[src/rtl/uart_pkg.sv]
// Shared UART framing constants and the mode decode used by the game link
// transmitter.
package uart_pkg;

  localparam logic [7:0]  SYNC_MASTER = 8'hA5;
  localparam logic [7:0]  SYNC_SLAVE  = 8'h5A;
  localparam int unsigned MASTER_LEN  = 8;
  localparam int unsigned SLAVE_LEN   = 4;

  // MODE_MASTER is the all-zero encoding, so a cleared snapshot reads as MASTER.
  typedef enum logic [1:0] {
    MODE_MASTER = 2'd0,
    MODE_SLAVE  = 2'd1,
    MODE_LOCAL  = 2'd2
  } mode_t;

  function automatic mode_t decode_mode(input logic [2:1] sel);
    mode_t m;
    if (sel[2])      m = MODE_SLAVE;
    else if (sel[1]) m = MODE_LOCAL;
    else             m = MODE_MASTER;
    return m;
  endfunction

endpackage

[src/rtl/game_state_tx.sv]
// Per-frame game state packetiser: snapshots ball/paddle on frame_tick and
// streams a framed, XOR-checksummed packet into the UART TX FIFO.
module game_state_tx
  import uart_pkg::*;
(
  input  logic        clk,
  input  logic        rst,
  input  logic        frame_tick,
  input  logic [2:1]  sw,
  input  logic [10:0] x_ball,
  input  logic [9:0]  y_ball,
  input  logic [9:0]  y_player,
  input  logic        tx_full,
  output logic        wr_uart,
  output logic [7:0]  w_data,
  output logic        busy
);

  // state | meaning
  // IDLE  | waiting for an accepted frame_tick
  // LOAD  | checksum computed from the snapshot, no write
  // SEND  | write current byte when FIFO has room
  // GAP   | write-free cycle, advance byte index or finish
  typedef enum logic [1:0] {IDLE, LOAD, SEND, GAP} state_t;

  localparam logic [2:0] MASTER_LAST = 3'(MASTER_LEN - 1);
  localparam logic [2:0] SLAVE_LAST  = 3'(SLAVE_LEN - 1);

  state_t      state, state_next;
  mode_t       mode;
  mode_t       snap_mode, snap_mode_next;
  logic [10:0] snap_x, snap_x_next;
  logic [9:0]  snap_yb, snap_yb_next;
  logic [9:0]  snap_yp, snap_yp_next;
  logic [7:0]  csum, csum_next, csum_calc;
  logic [2:0]  idx, idx_next, last_idx;
  logic [7:0]  pkt_byte, data_next;
  logic        wr_next, busy_next;

  assign mode     = decode_mode(sw);
  assign last_idx = (snap_mode == MODE_SLAVE) ? SLAVE_LAST : MASTER_LAST;

  always_comb begin
    csum_calc = {6'b0, snap_yp[9:8]} ^ snap_yp[7:0];
    if (snap_mode != MODE_SLAVE)
      csum_calc = csum_calc ^ {5'b0, snap_x[10:8]} ^ snap_x[7:0]
                            ^ {6'b0, snap_yb[9:8]} ^ snap_yb[7:0];
  end

  always_comb begin
    pkt_byte = 8'h00;
    if (snap_mode == MODE_SLAVE) begin
      case (idx)
        3'd0:    pkt_byte = SYNC_SLAVE;
        3'd1:    pkt_byte = {6'b0, snap_yp[9:8]};
        3'd2:    pkt_byte = snap_yp[7:0];
        3'd3:    pkt_byte = csum;
        default: pkt_byte = 8'h00;
      endcase
    end else begin
      case (idx)
        3'd0:    pkt_byte = SYNC_MASTER;
        3'd1:    pkt_byte = {5'b0, snap_x[10:8]};
        3'd2:    pkt_byte = snap_x[7:0];
        3'd3:    pkt_byte = {6'b0, snap_yb[9:8]};
        3'd4:    pkt_byte = snap_yb[7:0];
        3'd5:    pkt_byte = {6'b0, snap_yp[9:8]};
        3'd6:    pkt_byte = snap_yp[7:0];
        default: pkt_byte = csum;
      endcase
    end
  end

  always_comb begin
    state_next     = state;
    idx_next       = idx;
    snap_mode_next = snap_mode;
    snap_x_next    = snap_x;
    snap_yb_next   = snap_yb;
    snap_yp_next   = snap_yp;
    csum_next      = csum;
    wr_next        = 1'b0;
    data_next      = w_data;
    case (state)
      IDLE: begin
        if (frame_tick && mode != MODE_LOCAL) begin
          state_next     = LOAD;
          idx_next       = 3'd0;
          snap_mode_next = mode;
          snap_x_next    = x_ball;
          snap_yb_next   = y_ball;
          snap_yp_next   = y_player;
        end
      end
      LOAD: begin
        csum_next  = csum_calc;
        state_next = SEND;
      end
      SEND: begin
        // Backpressure simply parks here; the index is untouched.
        if (!tx_full) begin
          wr_next    = 1'b1;
          data_next  = pkt_byte;
          state_next = GAP;
        end
      end
      GAP: begin
        if (idx == last_idx) begin
          state_next = IDLE;
          idx_next   = 3'd0;
        end else begin
          idx_next   = idx + 3'd1;
          state_next = SEND;
        end
      end
      default: state_next = IDLE;
    endcase
    busy_next = (state_next != IDLE);
  end

  always_ff @(posedge clk) begin
    if (rst) begin
      state     <= IDLE;
      idx       <= 3'd0;
      snap_mode <= MODE_MASTER;
      snap_x    <= '0;
      snap_yb   <= '0;
      snap_yp   <= '0;
      csum      <= 8'h00;
      wr_uart   <= 1'b0;
      w_data    <= 8'h00;
      busy      <= 1'b0;
    end else begin
      state     <= state_next;
      idx       <= idx_next;
      snap_mode <= snap_mode_next;
      snap_x    <= snap_x_next;
      snap_yb   <= snap_yb_next;
      snap_yp   <= snap_yp_next;
      csum      <= csum_next;
      wr_uart   <= wr_next;
      w_data    <= data_next;
      busy      <= busy_next;
    end
  end

endmodule

[config.mk]
export PLATFORM = sky130hd
export DESIGN_NAME = game_state_tx
export DESIGN_NICKNAME = d
export VERILOG_FILES = /design/src/rtl/uart_pkg.sv /design/src/rtl/game_state_tx.sv
export SDC_FILE = /design/constraint.sdc
export NUM_CORES = 1
export LEC_CHECK = 0
export ABC_AREA = 1
export BUFFER_PORTS_ARGS = -buffer_cell sky130_fd_sc_hd__buf_2
export CAP_MARGIN = 20
export CORE_UTILIZATION = 45
export CTS_CLUSTER_DIAMETER = 150
export DETAILED_ROUTE_END_ITERATION = 8
export PLACE_DENSITY = 0.66
export SYNTH_ARGS = -nofsm -noshare
export SYNTH_HDL_FRONTEND = slang
export SYNTH_SLANG_ARGS = --single-unit
[constraint.sdc]
create_clock -name clk -period 4.5 [get_ports clk]
set_clock_uncertainty 0.1 [all_clocks]
set_input_delay 0.9 -clock clk [delete_from_list [all_inputs] [get_ports clk]]
set_output_delay 0.9 -clock clk [all_outputs]
set_load 0.01 [all_outputs]
==> out/qor.yml, run 1 <==
fp.coreArea_um2: 6420
setup_viol: 0
cts_htree_levels: 2
finalCriticalPeriod_ns: 2.16
failed_checks: "design-rule violations"
dp_hpwl_um: 5000
whs_endpoint: "snap_yb[6]"
worst_ir_drop_vdd_v: 0.000173
leakage_nw: 1.56
final_area_um2: 3390
ys_warn_count: 0
nets: 538
hold_ws_ns: 0.385
clock_latency_ns: 0.32
root_buffer: "clkbuf_8"
drt-total-wl_um: 7370
netlist_top_cells_count: "nand2_1, a21oi_1, dfxtp_1, inv_1, o21ai_0"
dieHeight_um: 84.1
synth.most_common_cell: "nand2_1"
status: "finished, violations left"
globalplace.congestion: 0.815
synth_edf_count: 0
syn_area_per_cell_um2: 6.62
postCtsSetupBuffers: 0
synth_top_area_frac: 0.370
endpoint_kind: "register"
max_freq_mhz: 463
ant_nets: 0
async_flop_share: 0
clockBufferDepth: 2
syn_nets: 500
drt-pass1-iter-count: 7
p_sw_mw: 0.314
grt_max_degree: 39
yosys-top-cells-area: "dfxtp_1, nand2_1, a21oi_1"
maxSlewHeadroom: 0.350
num_antenna_cells: 0
drt_iter0_markers: 175
ys.flop_type: "dfxtp_1"
report.final.hold_viol_count: 0
clock_sink_count: 56
ff2ff_setup_slack_ns: 2.42
clkPwrFrac: 0.312
crit_fanout: 38
busiest_layer: "met2"
via_per_inst: 5.03
port-buffer-count: 46
p_int_mw: 0.767
ys_types: 27
path_class: "input pin to register"
r2r_start: "snap_mode[0]"
initial_core_util: 0.472
whs_path_depth: 2
tritoncts: "yes"
seqPwrFrac: 0.523
tns_ns: 0
rsz0062_at_grt: "no"
utilization: 0.528
powerDensity_nw_per_um2: 319
rr_worst_depth: 7
critPathArrivalTime_ns: 2.31
syn-instance-count: 458
drive_above_1_share: 0.147
hold_path.startpoint: "snap_yb[6]"
postCtsResizedCells: 0
netlist_area_um2: 3030
dr_total_vias: 2886
drc_errors: 8
io_pins: 47
grtUsageMet1: 0.312
worst_r2r_endpoint: "busy"
critical_path_required_ns: 4.65
area_delta_synth_final_pct: 12.0
wl_per_cell_um: 12.8
grt_pass1_vias: 2637
maxSlewViolCount: 0
gr-usage-met3: 0.0287
hold_class: "register to register"
fin_crit_sh: 0.480
cts_hold_buf: 0
die_area_um2: 7070
synth.ff_latch_count: 56
clk_pin_slew_ns: 0.10
antenna_found_initial: 0
grt_overflow: 0
yosys.area.top_type: "dfxtp_1"
netSwitchingFraction: 0.291
cts-buffers-inserted: 5
p_total_mw: 1.08
place_area_um2: 3290
die_w_um: 84.1
yosysSeqAreaShare: 0.370
crit_path_start_kind: "input pin"
p_comb_frac: 0.166
grt_pass1_wl_um: 12300
use_met2: 0.330
grtUsageTotal: 0.219
maxCapViolCount: 0
worst_slew_pin_slew_ns: 0.975
rows: 29
## layout make-up
type                       instances  area [µm²]
clock buffer                       6        72.6
tap                               77        96.3
fill                             696        3030
timing repair buffer              47         238
clock inverter                     2        35.0
multi-input combinational        322        1580
inverter                          64         248
sequential                        56        1120
## cells by family after synthesis
logic type               synth area share
AO/OA/AOI/OAI                       0.206
XOR/XNOR                           0.0116
adder cells (fa/ha/maj)            0.0206
buffers and inverters               0.109
flip-flops                          0.370
AND/OR/NAND/NOR                     0.282
## worst max-delay path, stage by stage
cell,delay (ns)
buf_2,0.22
inv_1,0.76
o21ai_0,0.24
a21oi_1,0.18
## routing by layer
| layer | up-vias | share of wire |
|---|---|---|
| li1 | 1545 | - |
| met1 | 1246 | 0.49 |
| met2 | 86 | 0.42 |
| met3 | 9 | 0.076 |
| met4 | 0 | 0.010 |
| met5 | - | 0 |
## state kept, by name, summed over array words and instances (netlist names), 2 cells and up
signal and flops:
snap_mode 2, snap_x 11, csum 8, w_data 8
snap_yp 10, snap_yb 10, state 2, idx 3
## worst max-delay path by stage
stage	endpoint	start	depth (start not counted)
floorplan	snap_x[4]	rst	6
global placement	snap_x[9]	rst	4
detailed placement	w_data[3]	rst	4
CTS	snap_yp[7]	rst	4
global route	w_data[1]	rst	4
finish	w_data[3]	rst	4
## power by group through the flow
| stage | registers, mW | logic (mW) | clock network, mW |
|---|---|---|---|
| detailed placement | 0.576 | 0.179 | 0 |
| CTS | 0.565 | 0.179 | 0.343 |
| global placement | 0.576 | 0.174 | 0 |
| floorplan | 0.571 | 0.130 | 0 |
| finish | 0.565 | 0.179 | 0.337 |
| global route | 0.571 | 0.207 | 0.361 |
## cells in the final DEF (no fill, tap or decap), drive strengths merged, types with 3 or more instances in the layout
cell type  count
nand2        118
a21oi         63
inv           62
dfxtp         56
o21ai         52
buf           47
nor2          37
nand3         35
clkbuf         6
ha             5
o211ai         4
xnor2          4
o22ai          3
clkinv         3
## per-stage QoR
stage / instances / worst slack (ns)
finish: 574 / 2.34
global route: 574 / 2.06
CTS: 574 / 2.35
detailed placement: 566 / 2.00
global placement: 566 / 2.05
floorplan: 458 / 2.65
Note: power is estimated with default switching activity, not from simulation.
==> inputs of run 2 (changes only) <==
PLACE_DENSITY = 0.68   (was 0.66)
clock period = 1.9 ns   (was 4.5 ns; I/O delays follow)
==> out/qor.yml, run 2 (synthesized netlist as in run 1, its figures left out) <==
final_cell_mix: "nand2_1, a21oi_1, inv_1, dfxtp_1, o21ai_0"  # unchanged
ant_nets: 0  # unchanged
die_area_um2: 7070  # unchanged
maxCapViolCount: 0  # unchanged
worst_r2r_endpoint: "w_data[6]"  # was busy
drt-total-wl_um: 7340  # was 7370 µm
path_class: "register to register"  # was input pin to register
area_delta_synth_final_pct: 14.2  # was 12.0%
antenna_found_initial: 0  # unchanged
fin_crit_sh: 0.919
finalCriticalPeriod_ns: 1.75
worst_ir_drop_vdd_v: 0.000413  # was 0.000173 V
num_antenna_cells: 0  # unchanged
rsz0062_at_grt: "no"  # unchanged
whs_path_depth: 3  # was 2
utilization: 0.539  # was 0.528
crit_path_start_kind: "register"  # was input pin
top_regs: "snap_x: 11 flops, snap_yb: 10 flops, snap_yp: 10 flops"  # unchanged
maxSlewViolCount: 0  # unchanged
place_area_um2: 3360  # was 3290 µm²
slowest_delay_ns: 0.38  # was 0.76 ns
tritoncts: "yes"  # unchanged
wl_per_cell_um: 12.6  # was 12.8 µm
globalplace.congestion: 0.815  # unchanged
worst_slew_pin_slew_ns: 0.476  # was 0.975 ns
rr_worst_depth: 9  # was 7
die_w_um: 84.1  # unchanged
cts_hold_buf: 0  # unchanged
multiInputGateArea_um2: 1590  # was 1580 µm²
hold_class: "input pin to register"  # was register to register
max_freq_mhz: 573
crit_slowest_cell: "dfxtp_2"  # was inv_1
cts-buffers-inserted: 5  # unchanged
final_common_cell: "nand2_1"  # unchanged
critical_path_buf_inv_count: 1  # was 2
rows: 29  # unchanged
via_per_inst: 5.03  # about the same
dieHeight_um: 84.1  # unchanged
drive_above_1_share: 0.170  # was 0.147
ff2ff_setup_slack_ns: 0.15  # was 2.42 ns
status: "finished, violations left"  # unchanged
report.final.hold_viol_count: 0  # unchanged
root_buffer: "clkbuf_8"  # unchanged
maxSlewHeadroom: 0.682  # was 0.350
dr_total_vias: 2931  # was 2886
crit_fanout: 6  # was 38
p_total_mw: 2.46  # was 1.08 mW
fp.coreArea_um2: 6420  # unchanged
grtUsageTotal: 0.223  # was 0.219
seqCellArea_um2: 1120  # about the same
failed_checks: "design-rule violations"  # unchanged
crit_top_cell: "nand2_1"
largest_reg_flops: 11  # unchanged
tns_ns: 0  # unchanged
io_pins: 47  # unchanged
path_cells: "inv_1, ha_1, nand2_2, nand2_1, nor2_4, nand2_4, nand2_1, nand3_1, a21oi_1"  # was buf_2, inv_1, o21ai_0, a21oi_1
hold_path.startpoint: "y_player[8]"  # was snap_yb[6]
top_register: "snap_x"  # unchanged
critPathArrivalTime_ns: 1.90  # was 2.31 ns
grt_pass1_wl_um: 12700  # was 12300 µm
leakage_nw: 1.59  # was 1.56 nW
initial_core_util: 0.472  # unchanged
drt-pass1-iter-count: 7  # unchanged
r2r_start: "idx[0]"  # was snap_mode[0]
whs_endpoint: "snap_yp[8]"  # was snap_yb[6]
drc_errors: 6  # was 8
powerDensity_nw_per_um2: 711  # was 319 nW/µm²
clk_pin_slew_ns: 0.10  # about the same
critical_path_required_ns: 2.05  # was 4.65 ns
grt_max_degree: 39  # unchanged
setup_viol: 0  # unchanged
final_area_um2: 3460  # was 3390 µm²
endpoint_kind: "register"  # unchanged
path_delay_family: "simple AND/OR/NAND/NOR gates"  # was buffers and inverters
cts_htree_levels: 2  # unchanged
port-buffer-count: 46  # unchanged
nets: 547  # was 538
drt_iter0_markers: 145  # was 175
grt_overflow: 0  # unchanged
dp_hpwl_um: 5120  # was 5000 µm
clock_latency_ns: 0.32  # about the same
fillers: 655  # was 696
clockBufferDepth: 2  # unchanged
grt_pass1_vias: 2708  # was 2637
clock_sink_count: 56  # unchanged
## run 2: worst register-to-register path, delay by kind of cell (launching register included)
kind,cells,cell delay (ns)
buffers and inverters,1,0.08
AO/OA/AOI/OAI,1,0.15
flip-flops,1,0.38
AND/OR/NAND/NOR,6,0.68
adder cells (fa/ha/maj),1,0.30
## run 2: power breakdown
group / switching [mW] / total (mW) / internal [mW]
clock network: 0.415 / 0.677 / 0.262
logic: 0.269 / 0.444 / 0.175
registers: 0.0750 / 1.34 / 1.27
## run 2: layout make-up
| cell class | instances | area share |
|---|---|---|
| multi-input combinational | 323 | 0.460 |
| sequential | 56 | 0.325 |
| timing repair buffer | 55 | 0.0896 |
| inverter | 64 | 0.0716 |
| tap | 77 | 0.0278 |
| clock buffer | 5 | 0.0199 |
| clock inverter | 3 | 0.00687 |
## run 2: worst max path at each step
| stage | startpoint | end | slack [ns] | depth (start not counted) |
|---|---|---|---|---|
| 2_1_floorplan | idx[0] | w_data[6] | 0.28 | 9 |
| 3_3_place_gp | idx[0] | w_data[6] | 0.13 | 9 |
| 3_5_place_dp | idx[0] | w_data[6] | 0.06 | 9 |
| 4_1_cts | idx[0] | w_data[6] | 0.03 | 9 |
| 5_1_grt | idx[0] | w_data[7] | 0.0001 | 9 |
| 6_report | idx[0] | w_data[6] | 0.15 | 9 |
## run 2: per-stage QoR
step	hold slack, ns	worst slack [ns]	cells
3_3_place_gp	0.362	0.134	574
6_report	0.191	0.153	583
5_1_grt	0.181	0.000140	583
4_1_cts	0.183	0.0334	582
2_1_floorplan	0.344	0.281	458
3_5_place_dp	0.364	0.0627	574
## run 2: repair_timing
action / in CTS / in global routing
resized for setup: 0 / 3
buffers inserted: 0 / 0
setup endpoints to repair: 0 / 8
## run 2: metal layers
layer,wire length (µm),GRT usage,up-vias
li1,-,-,1570
met1,3670,0.304,1297
met2,3280,0.358,60
met3,330,0.0366,4
met4,52,0.0737,0
met5,0,0,-
